--- src/rtl/pipeline_ctrl_pkg.sv ---
// Shared definitions for the pipeline stall controller and its helpers.
package pipeline_ctrl_pkg;

    typedef enum logic [1:0] {
        IDLE    = 2'b00,
        MD_WAIT = 2'b01,
        MD_DONE = 2'b10
    } state_t;

    localparam int DEFAULT_MD_TIMEOUT = 40;

endpackage

--- src/rtl/load_use_detect.sv ---
// Load-use hazard detector: the decode-stage instruction needs a value that
// the execute-stage load has not produced yet.
module load_use_detect #(
    parameter int REGBITS = 5
) (
    input  logic               dx_is_load,
    input  logic [REGBITS-1:0] dx_rd,
    input  logic [REGBITS-1:0] fd_rs1,
    input  logic [REGBITS-1:0] fd_rs2,
    input  logic               fd_uses_rs2,
    output logic               lu
);

    // Register 0 is hardwired to zero, so a load targeting it never creates a dependency.
    assign lu = dx_is_load && (dx_rd != '0) &&
                ((dx_rd == fd_rs1) || (fd_uses_rs2 && (dx_rd == fd_rs2)));

endmodule

--- src/rtl/pipeline_stall_controller.sv ---
// Hazard and stall sequencer for the 5-stage pipeline: drives PC and pipeline
// register enables/flushes for load-use, branch redirect and mult/div occupancy.
module pipeline_stall_controller
    import pipeline_ctrl_pkg::*;
#(
    parameter int REGBITS    = 5,
    parameter int MD_TIMEOUT = DEFAULT_MD_TIMEOUT,
    parameter int CNTBITS    = 32
) (
    input  logic               clock,
    input  logic               reset,
    input  logic               dx_is_load,
    input  logic [REGBITS-1:0] dx_rd,
    input  logic [REGBITS-1:0] fd_rs1,
    input  logic [REGBITS-1:0] fd_rs2,
    input  logic               fd_uses_rs2,
    input  logic               branch_taken,
    input  logic               md_start,
    input  logic               md_ready,
    output logic               pc_enable,
    output logic               fd_enable,
    output logic               fd_flush,
    output logic               dx_flush,
    output logic               xm_enable,
    output logic               md_busy,
    output logic               md_timeout,
    output logic [CNTBITS-1:0] stall_count
);

    localparam int                  WAITBITS  = $clog2(MD_TIMEOUT + 1);
    localparam logic [WAITBITS-1:0] WAIT_LAST = WAITBITS'(MD_TIMEOUT - 1);

    state_t              state;
    state_t              state_next;
    logic [WAITBITS-1:0] wait_count;
    logic [WAITBITS-1:0] wait_count_next;
    logic                lu;

    load_use_detect #(
        .REGBITS(REGBITS)
    ) u_load_use_detect (
        .dx_is_load (dx_is_load),
        .dx_rd      (dx_rd),
        .fd_rs1     (fd_rs1),
        .fd_rs2     (fd_rs2),
        .fd_uses_rs2(fd_uses_rs2),
        .lu         (lu)
    );

    // NOTE: every output and next-state value gets a default before the case,
    // so no path through this block leaves a signal unassigned (no latches).
    always_comb begin
        state_next      = state;
        wait_count_next = wait_count;
        pc_enable       = 1'b1;
        fd_enable       = 1'b1;
        fd_flush        = 1'b0;
        dx_flush        = 1'b0;
        xm_enable       = 1'b1;
        md_busy         = 1'b0;
        md_timeout      = 1'b0;

        case (state)
            MD_WAIT: begin
                pc_enable = 1'b0;
                fd_enable = 1'b0;
                xm_enable = 1'b0;
                md_busy   = 1'b1;
                if (md_ready) begin
                    state_next = MD_DONE;
                end else if (wait_count == WAIT_LAST) begin
                    // Abort: the stuck op is dropped by bubbling decode/execute.
                    state_next = IDLE;
                    md_timeout = 1'b1;
                    dx_flush   = 1'b1;
                end else begin
                    wait_count_next = wait_count + WAITBITS'(1);
                end
            end

            MD_DONE: begin
                state_next = IDLE;
            end

            default: begin
                // IDLE, and the unused encoding which recovers to IDLE.
                state_next = IDLE;
                if (branch_taken) begin
                    fd_flush = 1'b1;
                    dx_flush = 1'b1;
                end else if (md_start) begin
                    pc_enable       = 1'b0;
                    fd_enable       = 1'b0;
                    xm_enable       = 1'b0;
                    wait_count_next = '0;
                    state_next      = MD_WAIT;
                end else if (lu) begin
                    pc_enable = 1'b0;
                    fd_enable = 1'b0;
                    dx_flush  = 1'b1;
                end
            end
        endcase

        if (reset) begin
            pc_enable  = 1'b0;
            fd_enable  = 1'b0;
            fd_flush   = 1'b0;
            dx_flush   = 1'b0;
            xm_enable  = 1'b0;
            md_busy    = 1'b0;
            md_timeout = 1'b0;
        end
    end

    // NOTE: state registers use non-blocking assignments so every flop samples
    // the pre-edge values regardless of statement order.
    always_ff @(posedge clock or posedge reset) begin
        if (reset) begin
            state      <= IDLE;
            wait_count <= '0;
        end else begin
            state      <= state_next;
            wait_count <= wait_count_next;
        end
    end

    always_ff @(posedge clock or posedge reset) begin
        if (reset) begin
            stall_count <= '0;
        end else if (!pc_enable && (stall_count != '1)) begin
            stall_count <= stall_count + CNTBITS'(1);
        end
    end

endmodule

--- config.mk ---
export PLATFORM = sky130hd
export DESIGN_NAME = pipeline_stall_controller
export DESIGN_NICKNAME = d
export VERILOG_FILES = /design/src/rtl/pipeline_ctrl_pkg.sv /design/src/rtl/load_use_detect.sv /design/src/rtl/pipeline_stall_controller.sv
export SDC_FILE = /design/constraint.sdc
export NUM_CORES = 1
export LEC_CHECK = 0
export ABC_AREA = 1
export BUFFER_PORTS_ARGS = -buffer_cell sky130_fd_sc_hd__buf_2
export CAP_MARGIN = 20
export CELL_PAD_IN_SITES_DETAIL_PLACEMENT = 2
export CELL_PAD_IN_SITES_GLOBAL_PLACEMENT = 2
export CORE_UTILIZATION = 29
export DETAILED_ROUTE_END_ITERATION = 8
export HOLD_SLACK_MARGIN = 0.03
export PLACE_DENSITY = 0.82
export REMOVE_ABC_BUFFERS = 1
export SETUP_SLACK_MARGIN = 0.4
export SYNTH_ARGS = -nofsm -noshare
export SYNTH_HDL_FRONTEND = slang
export SYNTH_HIERARCHICAL = 1
export SYNTH_SLANG_ARGS = --single-unit
--- constraint.sdc ---
create_clock -name clock -period 2 [get_ports clock]
set_input_delay 0.3 -clock clock [delete_from_list [all_inputs] [get_ports clock]]
set_output_delay 0.3 -clock clock [all_outputs]
set_load 0.05 [all_outputs]
==> metrics.md, run 1 <==
| Metric | Value |
|---|---|
| Status | `complete, but fails checks` |
| Failing checks | `setup timing` |
| Required time of the critical path | `2210 ps` |
| Reg2reg path depth | `15` |
| Worst R2R Setup Slack | `-100 ps` |
| EDFF count, synth | `0` |
| Setup TNS | `-113 ps` |
| Setup-failing EPs final | `2` |
| Final Cell Area | `4710 um2` |
| Mapped Area | `2910 um2` |
| Crit-path max FO | `2` |
| Hold WS | `303 ps` |
| Vias/cell | `5.04` |
| Power consumption | `3.03 mW` |
| Pin count of the biggest net entering global routing | `41` |
| Cells after DPL | `678` |
| Synth Flop Type | `dfrtp_1` |
| Post-synth top cells | `225 x nand2_1, 71 x nor2_1, 51 x inv_1` |
| Area Overhead vs Synth | `62.2%` |
| CP Capture Type | `flip-flop` |
| DP HPWL | `8.22 mm` |
| Total die area | `10400 um2` |
| Critical Path AT | `2310 ps` |
| DRC viols | `0` |
| FF/Latch Area | `1020 um2` |
| Clk root buf | `clkbuf_8` |
| Die Ht | `102 um` |
| Warnings from Yosys | `6` |
| Top cells by area, synth | `dfrtp_1 34%, nand2_1 29%, nor2_1 9.2%` |
| Fmax | `476 MHz` |
| Core Rows | `36` |
| Hold_sp | `md_ready` |
| Setup ws final | `-99.7 ps` |
| Share of layout cells above drive strength 1 | `44.0%` |
| Core area | `9730 um2` |
| Grt ovf | `0` |
| PortBufs | `60` |
| Initial antenna violation count | `0` |
| Clock Latency Late Sink | `310 ps` |
| Routed length per placed instance | `21.8 um` |
| Slew HR | `60.6%` |
| Sequential area share after synthesis | `34.5%` |
| Fin crit period | `2100 ps` |
| CTS tree | `done` |
| Leading area contributor after synthesis | `dfrtp_1` |
| CP Class | `reg -> reg` |
| Fin cells | `738` |
| Fill cells | `1132` |
| H-tree depth | `2` |
| Worst Hold Class | `in -> reg` |
| Ant diodes | `0` |
| All-Layer GR Usage | `25.2%` |
| Gpl congestion | `0.783` |
| Pwr dens | `643 nW/um2` |
| Average size of a mapped cell | `6.12 um2` |
| I/O Pins | `61` |
| Reg clk slew, reported paths | `80 ps` |
| Routed via count | `3719` |
| WHS Path Cells | `3` |
| Worst r2r src | `wait_count[0]$_DFFE_PP0P_` |
| Total Nets Final | `630` |
| Post-synth top area share | `34.5%` |
| Worst Tran Pin Value | `591 ps` |
| Post-Synthesis Cells | `475` |
| Number of failing hold endpoints at the final stage | `0` |
| Initial Util | `29.9%` |
| Clock skew | `16.2 ps` |
| Tcrit/Tclk final | `105%` |
| Startpoint types | `flip-flop` |
| Die width | `102 um` |
| Drt initial violations | `67` |
| End of the worst hold path | `state[1]$_DFFE_PP0P_` |
| CTS sink cnt | `40` |
| First-pass DRT Iterations | `4` |
| Footprint of the multi-input gates | `2150 um2` |
| Max Root-Sink Buffers | `2` |
| Unrepaired setup endpoints after global routing | `yes` |
| Hold buffer count at CTS | `0` |
| Post-synth ARST share | `100%` |
| Antenna viol nets, final | `0` |
| Vias in the first global route | `3890` |
| Pins Over Slew Limit | `0` |
| First-pass GRT wire length | `19.8 mm` |
| Final wirelength | `16.1 mm` |
| Inserted Clock Buffers | `5` |
| Peak VDD IR | `386 uV` |
| Post-synthesis register bit count | `40` |
| Unique masters post-synth | `21` |
| DP Area | `3450 um2` |
| Most numerous cell in the Yosys netlist | `nand2_1` |
| Static Leak | `2.42 nW` |
| Max-cap violations | `0` |
| R2r endpoint | `wait_count[2]$_DFFE_PP0P_` |
[per-stage QoR]
stage                     setup slack, ps  util [%]
after floorplan                      -649         -
after detailed placement             32.7      35.5
final                               -99.7      48.4
after global routing                 -134      48.4
after CTS                            36.2      41.4
after global placement                108      35.5
[worst max-delay path: stages (launching register included)]
cell and delay, ps:
dfrtp_1 400, ha_2 200, nand2_2 80, inv_2 50
buf_4 130, buf_6 100, buf_6 100, buf_4 120
buf_6 100, buf_6 100, buf_6 100, buf_6 100
buf_6 100, nor2_2 100, nand2_1 60, o21ai_1 160
[how the worst max path moves through the flow]
stage                                         start                         to  slack [ps]
after floorplan                state[1]$_DFFE_PP0P_                   dx_flush        -650
after global placement                     dx_rd[4]                  pc_enable         110
after detailed placement                   dx_rd[3]                  pc_enable          30
after CTS                 wait_count[0]$_DFFE_PP0P_                   dx_flush          40
after global routing      wait_count[1]$_DFFE_PP0P_  wait_count[2]$_DFFE_PP0P_        -130
final                     wait_count[0]$_DFFE_PP0P_  wait_count[2]$_DFFE_PP0P_        -100
[where the power goes]
| part | leakage (nW) | switching (mW) | internal (mW) |
|---|---|---|---|
| clock | 0.0541 | 0.342 | 0.370 |
| combinational | 1.84 | 0.829 | 0.508 |
| sequential | 0.524 | 0.107 | 0.875 |
[cell type report]
class	count	share of cell area, %
Inverter	54	4.67
Sequential cell	40	21.7
Multi-Input combinational cell	375	45.6
Clock inverter	3	0.903
Tap cell	133	3.53
Timing Repair Buffer	128	22.2
Clock buffer	5	1.46
[state kept, by name (all words and copies together) (netlist names)]
name,flops
stall_count,32
state,2
wait_count,6
[layout by cell type, fill, tap and decap left out, types with 2 or more instances in the layout]
master       n
nand2_1    158
nor2_1      53
buf_2       53
inv_1       45
buf_4       44
nand2_2     43
nand2_4     27
dfrtp_1     24
buf_6       20
nand3_1     18
dfrtp_2     16
nor2_4      15
xnor2_1      8
o21ai_1      8
nor2_2       7
xor2_1       7
inv_2        6
o21ai_0      6
nand3b_1     5
clkbuf_8     5
nand4_1      4
buf_8        4
nand3_2      3
ha_4         3
buf_12       3
inv_4        2
a21oi_1      2
buf_16       2
clkbuf_16    2
[repair_timing]
action,in CTS,in global routing
pin swaps,9,30
gates cloned,2,3
endpoints found under the setup margin,43,45
buffers inserted,26,21
gates resized for setup,70,148
[cell families (layout without fill, tap and decap cells)]
| group | count (synthesis) | in the layout | synth area share (%) |
|---|---|---|---|
| AOI/OAI and AO/OA | 19 | 19 | 3.40 |
| xor gates and xnor gates | 15 | 15 | 4.52 |
| adders and majority gates | 4 | 4 | 1.72 |
| buffers and inverters | 60 | 190 | 8.79 |
| DFF | 40 | 40 | 34.5 |
| and+or+nand+nor | 337 | 337 | 47.1 |
[per-layer routing]
metal | vias up | GRT usage [%] | share of wire (%)
li1 | 1704 | - | -
met1 | 1872 | 27.0 | 38
met2 | 104 | 50.6 | 56
met3 | 39 | 3.56 | 3.2
met4 | 0 | 6.70 | 3.6
met5 | - | 0 | 0
Power figures use the tool's default switching activity.
==> inputs of run 2 (changes only) <==
Settings changed: CORE_MARGIN set to 4, SKIP_CTS_REPAIR_TIMING set to 1.
==> metrics.md, run 2 (synthesized netlist as in run 1, its figures left out) <==
| Metric | Value |
|---|---|
| Routed via count | `3558 (-4.3%)` |
| Final wirelength | `14.3 mm (-11%)` |
| Max-cap violations | `0 (unchanged)` |
| Worst r2r src | `state[0]$_DFFE_PP0P_` |
| Setup crit start | `state[0]$_DFFE_PP0P_` |
| Crit-path max FO | `4 (+2)` |
| Footprint of the multi-input gates | `2070 um2 (-3.7%)` |
| Place WS | `-46.4 ps (-79.1 ps)` |
| Commonest non-fill, non-tap cell in the layout | `nand2_1` |
| Antenna viol nets, final | `0 (unchanged)` |
| Pins Over Slew Limit | `0 (unchanged)` |
| Area Overhead vs Synth | `51.2%` |
| Regs by FF count | `stall_count (32), wait_count (6), state (2)` |
| Initial antenna violation count | `0 (unchanged)` |
| Reg2reg path depth | `12 (-3)` |
| Slew HR | `60.6% (about the same)` |
| Inserted Clock Buffers | `5 (unchanged)` |
| PortBufs | `60 (unchanged)` |
| Largest Register | `stall_count` |
| Hold WS | `256 ps (-47.6 ps)` |
| Ant diodes | `0 (unchanged)` |
| Drt initial violations | `98 (+46%)` |
| CP endpoint | `pc_enable` |
| Unrepaired setup endpoints after global routing | `yes` |
| Worst Tran Pin Value | `592 ps (+0.820 ps)` |
| Die width | `108 um (+5.9%)` |
| Static Leak | `2.25 nW (-7.0%)` |
| Fin crit period | `2040 ps (-55.2 ps)` |
| DP HPWL | `8.29 mm (+0.86%)` |
| Setup TNS | `-430 ps (-317 ps)` |
| Fill cells | `1163 (+2.7%)` |
| Setup ws final | `-44.5 ps (+55.2 ps)` |
| CTS tree | `done` |
| First-pass GRT wire length | `17.5 mm (-12%)` |
| Clock Latency Late Sink | `320 ps (about the same)` |
| Pwr dens | `674 nW/um2 (+4.8%)` |
| Power consumption | `2.96 mW (-2.3%)` |
| Die Ht | `108 um (+5.9%)` |
| CTS sink cnt | `40 (unchanged)` |
| Fmax | `489 MHz (+2.7%)` |
| Vias/cell | `4.98 (-1.1%)` |
| Gpl congestion | `0.807 (+3.1%)` |
| CP Capture Type | `output port` |
| Max Root-Sink Buffers | `2 (unchanged)` |
| Initial Util | `29.7% (-0.14 points)` |
| CP Class | `reg -> out` |
| I/O Pins | `61 (unchanged)` |
| Max reg flops | `32 (unchanged)` |
| Total Nets Final | `606 (-3.8%)` |
| Grt ovf | `0 (unchanged)` |
| Critical Path AT | `1740 ps (-570 ps)` |
| Clock skew | `18.5 ps (+2.32 ps)` |
| Tcrit/Tclk final | `102% (-2.8 points)` |
| Pin count of the biggest net entering global routing | `41 (unchanged)` |
| First-pass DRT Iterations | `4 (unchanged)` |
| Vias in the first global route | `3675 (-5.5%)` |
| Share of layout cells above drive strength 1 | `35.5% (-8.5 points)` |
| Clk root buf | `clkbuf_8` |
| R2r endpoint | `stall_count[7]$_DFFE_PP0P_` |
| FF/Latch Area | `1000 um2 (-1.8%)` |
| Peak VDD IR | `427 uV (+11%)` |
| Failing checks | `setup timing` |
| DRC viols | `0 (unchanged)` |
| Most frequent cells in the layout | `169 x nand2_1, 63 x nor2_1, 53 x buf_2, 45 x inv_1, 39 x dfrtp_1` |
| Core area | `9770 um2 (+0.46%)` |
| Setup-failing EPs final | `14 (+12)` |
| Startpoint types | `flip-flop` |
| Required time of the critical path | `1700 ps (-510 ps)` |
| All-Layer GR Usage | `18.6% (-6.5 points)` |
| Total die area | `11700 um2 (+12%)` |
| Core Rows | `36 (unchanged)` |
| Worst R2R Setup Slack | `-40 ps (+60 ps)` |
| Number of failing hold endpoints at the final stage | `0 (unchanged)` |
| H-tree depth | `2 (unchanged)` |
| Routed length per placed instance | `20.1 um (-7.9%)` |
| Reg clk slew, reported paths | `100 ps (+20 ps)` |
| Worst Hold Class | `in -> async` |
| Status | `complete, but fails checks` |
## run 2: worst min-delay path by stage
stage	from	end	slack, ps	cells past startpoint
5_1_grt	md_ready	state[1]$_DFFE_PP0P_	280	3
6_report	reset	stall_count[8]$_DFFE_PP0P_	260	3
2_1_floorplan	md_ready	state[1]$_DFFE_PP0P_	440	2
3_5_place_dp	wait_count[3]$_DFFE_PP0P_	wait_count[3]$_DFFE_PP0P_	500	2
3_3_place_gp	wait_count[3]$_DFFE_PP0P_	wait_count[3]$_DFFE_PP0P_	470	2
4_1_cts	reset	stall_count[18]$_DFFE_PP0P_	230	3
## run 2: layer usage
layer / vias to the layer above / global-route usage [%] / share of wire (%)
met5: - / 0 / 0
met4: 0 / 3.70 / 4.6
met3: 49 / 2.93 / 4.7
met2: 101 / 36.7 / 54
met1: 1766 / 21.0 / 37
li1: 1642 / - / -
## run 2: critical path: stages, from the launching register on
cell	delay, ps
dfrtp_1	460
inv_2	90
ha_4	320
nand2_4	80
o21ai_4	230
inv_4	90
buf_6	160
## run 2: report_power, final
part	internal [mW]	total, mW	leakage, nW	switching (mW)
combinational	0.462	1.25	1.64	0.792
sequential	0.872	0.986	0.548	0.115
clock	0.370	0.723	0.0541	0.353
## run 2: metrics by stage
step / instance area [um2] / instances / util (%)
floorplan: 2850 / 469 / -
global placement: 3490 / 681 / 35.7
detailed placement: 3490 / 681 / 35.7
CTS: 3600 / 689 / 36.8
global route: 4390 / 714 / 44.9
finish: 4390 / 714 / 44.9
## run 2: layout make-up
class | count | share of cell area, %
Multi-Input combinational cell | 375 | 47.1
Sequential cell | 40 | 22.8
Timing Repair Buffer | 104 | 18.7
Inverter | 54 | 5.01
Tap cell | 133 | 3.79
Clock buffer | 5 | 1.57
Clock inverter | 3 | 0.968
==> inputs of run 3 (changes only) <==
Settings changed: CORE_MARGIN 4 to not set, CTS_BUF_LIST set to sky130_fd_sc_hd__clkbuf_4 sky130_fd_sc_hd__clkbuf_8, SETUP_SLACK_MARGIN 0.4 to 0.02.
==> metrics.md, run 3 (synthesized netlist as in run 1, its figures left out) <==
| Metric | Value |
|---|---|
| CTS tree | `done` |
| Fmax | `494 MHz (+1.0%)` |
| Routed via count | `3264 (-8.3%)` |
| Startpoint types | `flip-flop` |
| All-Layer GR Usage | `21.1% (+2.4 points)` |
| Max-cap violations | `0 (unchanged)` |
| Clk pwr share | `28.1% (+3.7 points)` |
| Vias/cell | `4.73 (-5.1%)` |
| Initial Util | `29.9% (+0.14 points)` |
| DRC viols | `0 (unchanged)` |
| Grt met1 use | `23.3% (+2.3 points)` |
| Fin crit period | `2020 ps (-21.1 ps)` |
| Sw power | `979 uW (-22%)` |
| Number of failing hold endpoints at the final stage | `0 (unchanged)` |
| Slew HR | `62.3% (+1.8 points)` |
| Unrepaired setup endpoints after global routing | `yes` |
| Layer with the highest usage | `met2` |
| H-tree depth | `2 (unchanged)` |
| Grt ovf | `0 (unchanged)` |
| Antenna viol nets, final | `0 (unchanged)` |
| Routed length per placed instance | `15.3 um (-24%)` |
| Drt initial violations | `60 (-39%)` |
| Core area | `9730 um2 (-0.46%)` |
| DP HPWL | `8.22 mm (-0.86%)` |
| Clk root buf | `clkbuf_8` |
| Tcrit/Tclk final | `101% (-1.1 points)` |
| Clock Latency Late Sink | `300 ps (-20 ps)` |
| Worst r2r src | `stall_count[1]$_DFFE_PP0P_` |
| CP Class | `reg -> out` |
| Initial antenna violation count | `0 (unchanged)` |
| Failing checks | `setup timing` |
| Inserted Clock Buffers | `5 (unchanged)` |
| Area Overhead vs Synth | `25.9%` |
| CP Capture Type | `output port` |
| Status | `complete, but fails checks` |
| Required time of the critical path | `1700 ps (about the same)` |
| Grt met3 use | `3.63% (+0.70 points)` |
| Setup-failing EPs final | `1 (-13)` |
| Regs by FF count | `stall_count (32), wait_count (6), state (2)` |
| Crit-path max FO | `3 (-1)` |
| P_int | `1.49 mW (-13%)` |
| Die width | `102 um (-5.6%)` |
| Commonest non-fill, non-tap cell in the layout | `nand2_1` |
| Max Root-Sink Buffers | `2 (unchanged)` |
| Power share of the combinational group | `33.0% (-9.3 points)` |
| Vias in the first global route | `3588 (-2.4%)` |
| Met2 usage | `41.7% (+5.0 points)` |
| Core Rows | `36 (unchanged)` |
| Clock skew | `7.25 ps (-11.3 ps)` |
| Die Ht | `102 um (-5.6%)` |
| Fin cells | `690 (-3.4%)` |
| Cells after DPL | `678 (-0.44%)` |
| Total Nets Final | `582 (-4.0%)` |
| Critical Path AT | `1720 ps (-20 ps)` |
| Most frequent cells in the layout | `223 x nand2_1, 69 x nor2_1, 55 x buf_2, 49 x inv_1, 39 x dfrtp_1` |
| Pin count of the biggest net entering global routing | `41 (unchanged)` |
| Ant diodes | `0 (unchanged)` |
| First-pass DRT Iterations | `4 (unchanged)` |
| Peak VDD IR | `332 uV (-22%)` |
| CTS sink cnt | `40 (unchanged)` |
| Worst Tran Pin Value | `565 ps (-26.5 ps)` |
| Sequential power share | `38.9% (+5.6 points)` |
| Switching Share | `39.7% (-2.8 points)` |
| Share of layout cells above drive strength 1 | `19.9% (-16 points)` |
| Worst Hold Class | `in -> async` |
| Max reg flops | `32 (unchanged)` |
| Setup ws final | `-23.4 ps (+21.1 ps)` |
| Pins Over Slew Limit | `0 (unchanged)` |
| Setup crit start | `wait_count[0]$_DFFE_PP0P_` |
| PortBufs | `60 (unchanged)` |
| Static Leak | `1.90 nW (-15%)` |
| Final wirelength | `10.5 mm (-27%)` |
| Reg clk slew, reported paths | `90 ps (about the same)` |
| Util after Layout | `37.6% (-7.3 points)` |
| Gpl congestion | `0.783 (-3.0%)` |
| Pwr dens | `674 nW/um2 (about the same)` |
| Total die area | `10400 um2 (-11%)` |
| First-pass GRT wire length | `17.1 mm (-2.6%)` |
| Largest Register | `stall_count` |
| I/O Pins | `61 (unchanged)` |
run 3: critical path, stage by stage, from the launching register on:
cell and delay, ps:
dfrtp_1 390, ha_2 200, nand2_2 70, inv_2 70, nand4_1 130, inv_1 80, nand3b_1 100, a21oi_1 160
buf_4 210
run 3: final timing paths:
path / cells past startpoint / slack [ps] / end
setup / recovery: 8 / -20 / dx_flush
min in group clock: 3 / 280 / state[1]$_DFFE_PP0P_
hold reg to reg: 2 / 550 / wait_count[1]$_DFFE_PP0P_
hold / removal: 3 / 210 / state[1]$_DFFE_PP0P_
setup reg to reg: 11 / 180 / stall_count[30]$_DFFE_PP0P_
max in group asynchronous: 3 / 1380 / stall_count[1]$_DFFE_PP0P_
run 3: power by group through the flow:
stage / Combinational, mW / Sequential (mW) / Clock, mW
after floorplan: 0.332 / 1.15 / 0
after global placement: 0.756 / 0.968 / 0
after detailed placement: 0.785 / 0.978 / 0
after CTS: 0.785 / 0.961 / 0.713
after global routing: 0.893 / 0.973 / 0.734
final: 0.814 / 0.961 / 0.693
run 3: final cells by class:
| type | count | area (um2) |
|---|---|---|
| fillers | 1282 | 6070 |
| multi-input cells | 375 | 1690 |
| flip-flops and latches | 40 | 1000 |
| repair buffers | 80 | 487 |
| inverters | 54 | 203 |
| well taps | 133 | 166 |
| clock buffers | 5 | 68.8 |
| clock inverters | 3 | 42.5 |
run 3: metal layers:
layer / up-vias / wire length [um] / share of wire, %
met5: - / 0 / 0
met4: 0 / 148 / 1.4
met3: 15 / 338 / 3.2
met2: 59 / 5700 / 54
met1: 1597 / 4340 / 41
li1: 1593 / - / -
run 3: through the flow:
step / hold WS (ps) / TNS (ps) / instance area, um2 / total power [mW] / setup slack (ps)
global placement: 468 / 0 / 3450 / 1.72 / 108
detailed placement: 504 / 0 / 3450 / 1.76 / 32.7
floorplan: 439 / -4260 / 2850 / 1.48 / -649
CTS: 222 / -351 / 3560 / 2.46 / -104
global route: 249 / -228 / 3660 / 2.60 / -178
finish: 206 / -23.4 / 3660 / 2.47 / -23.4
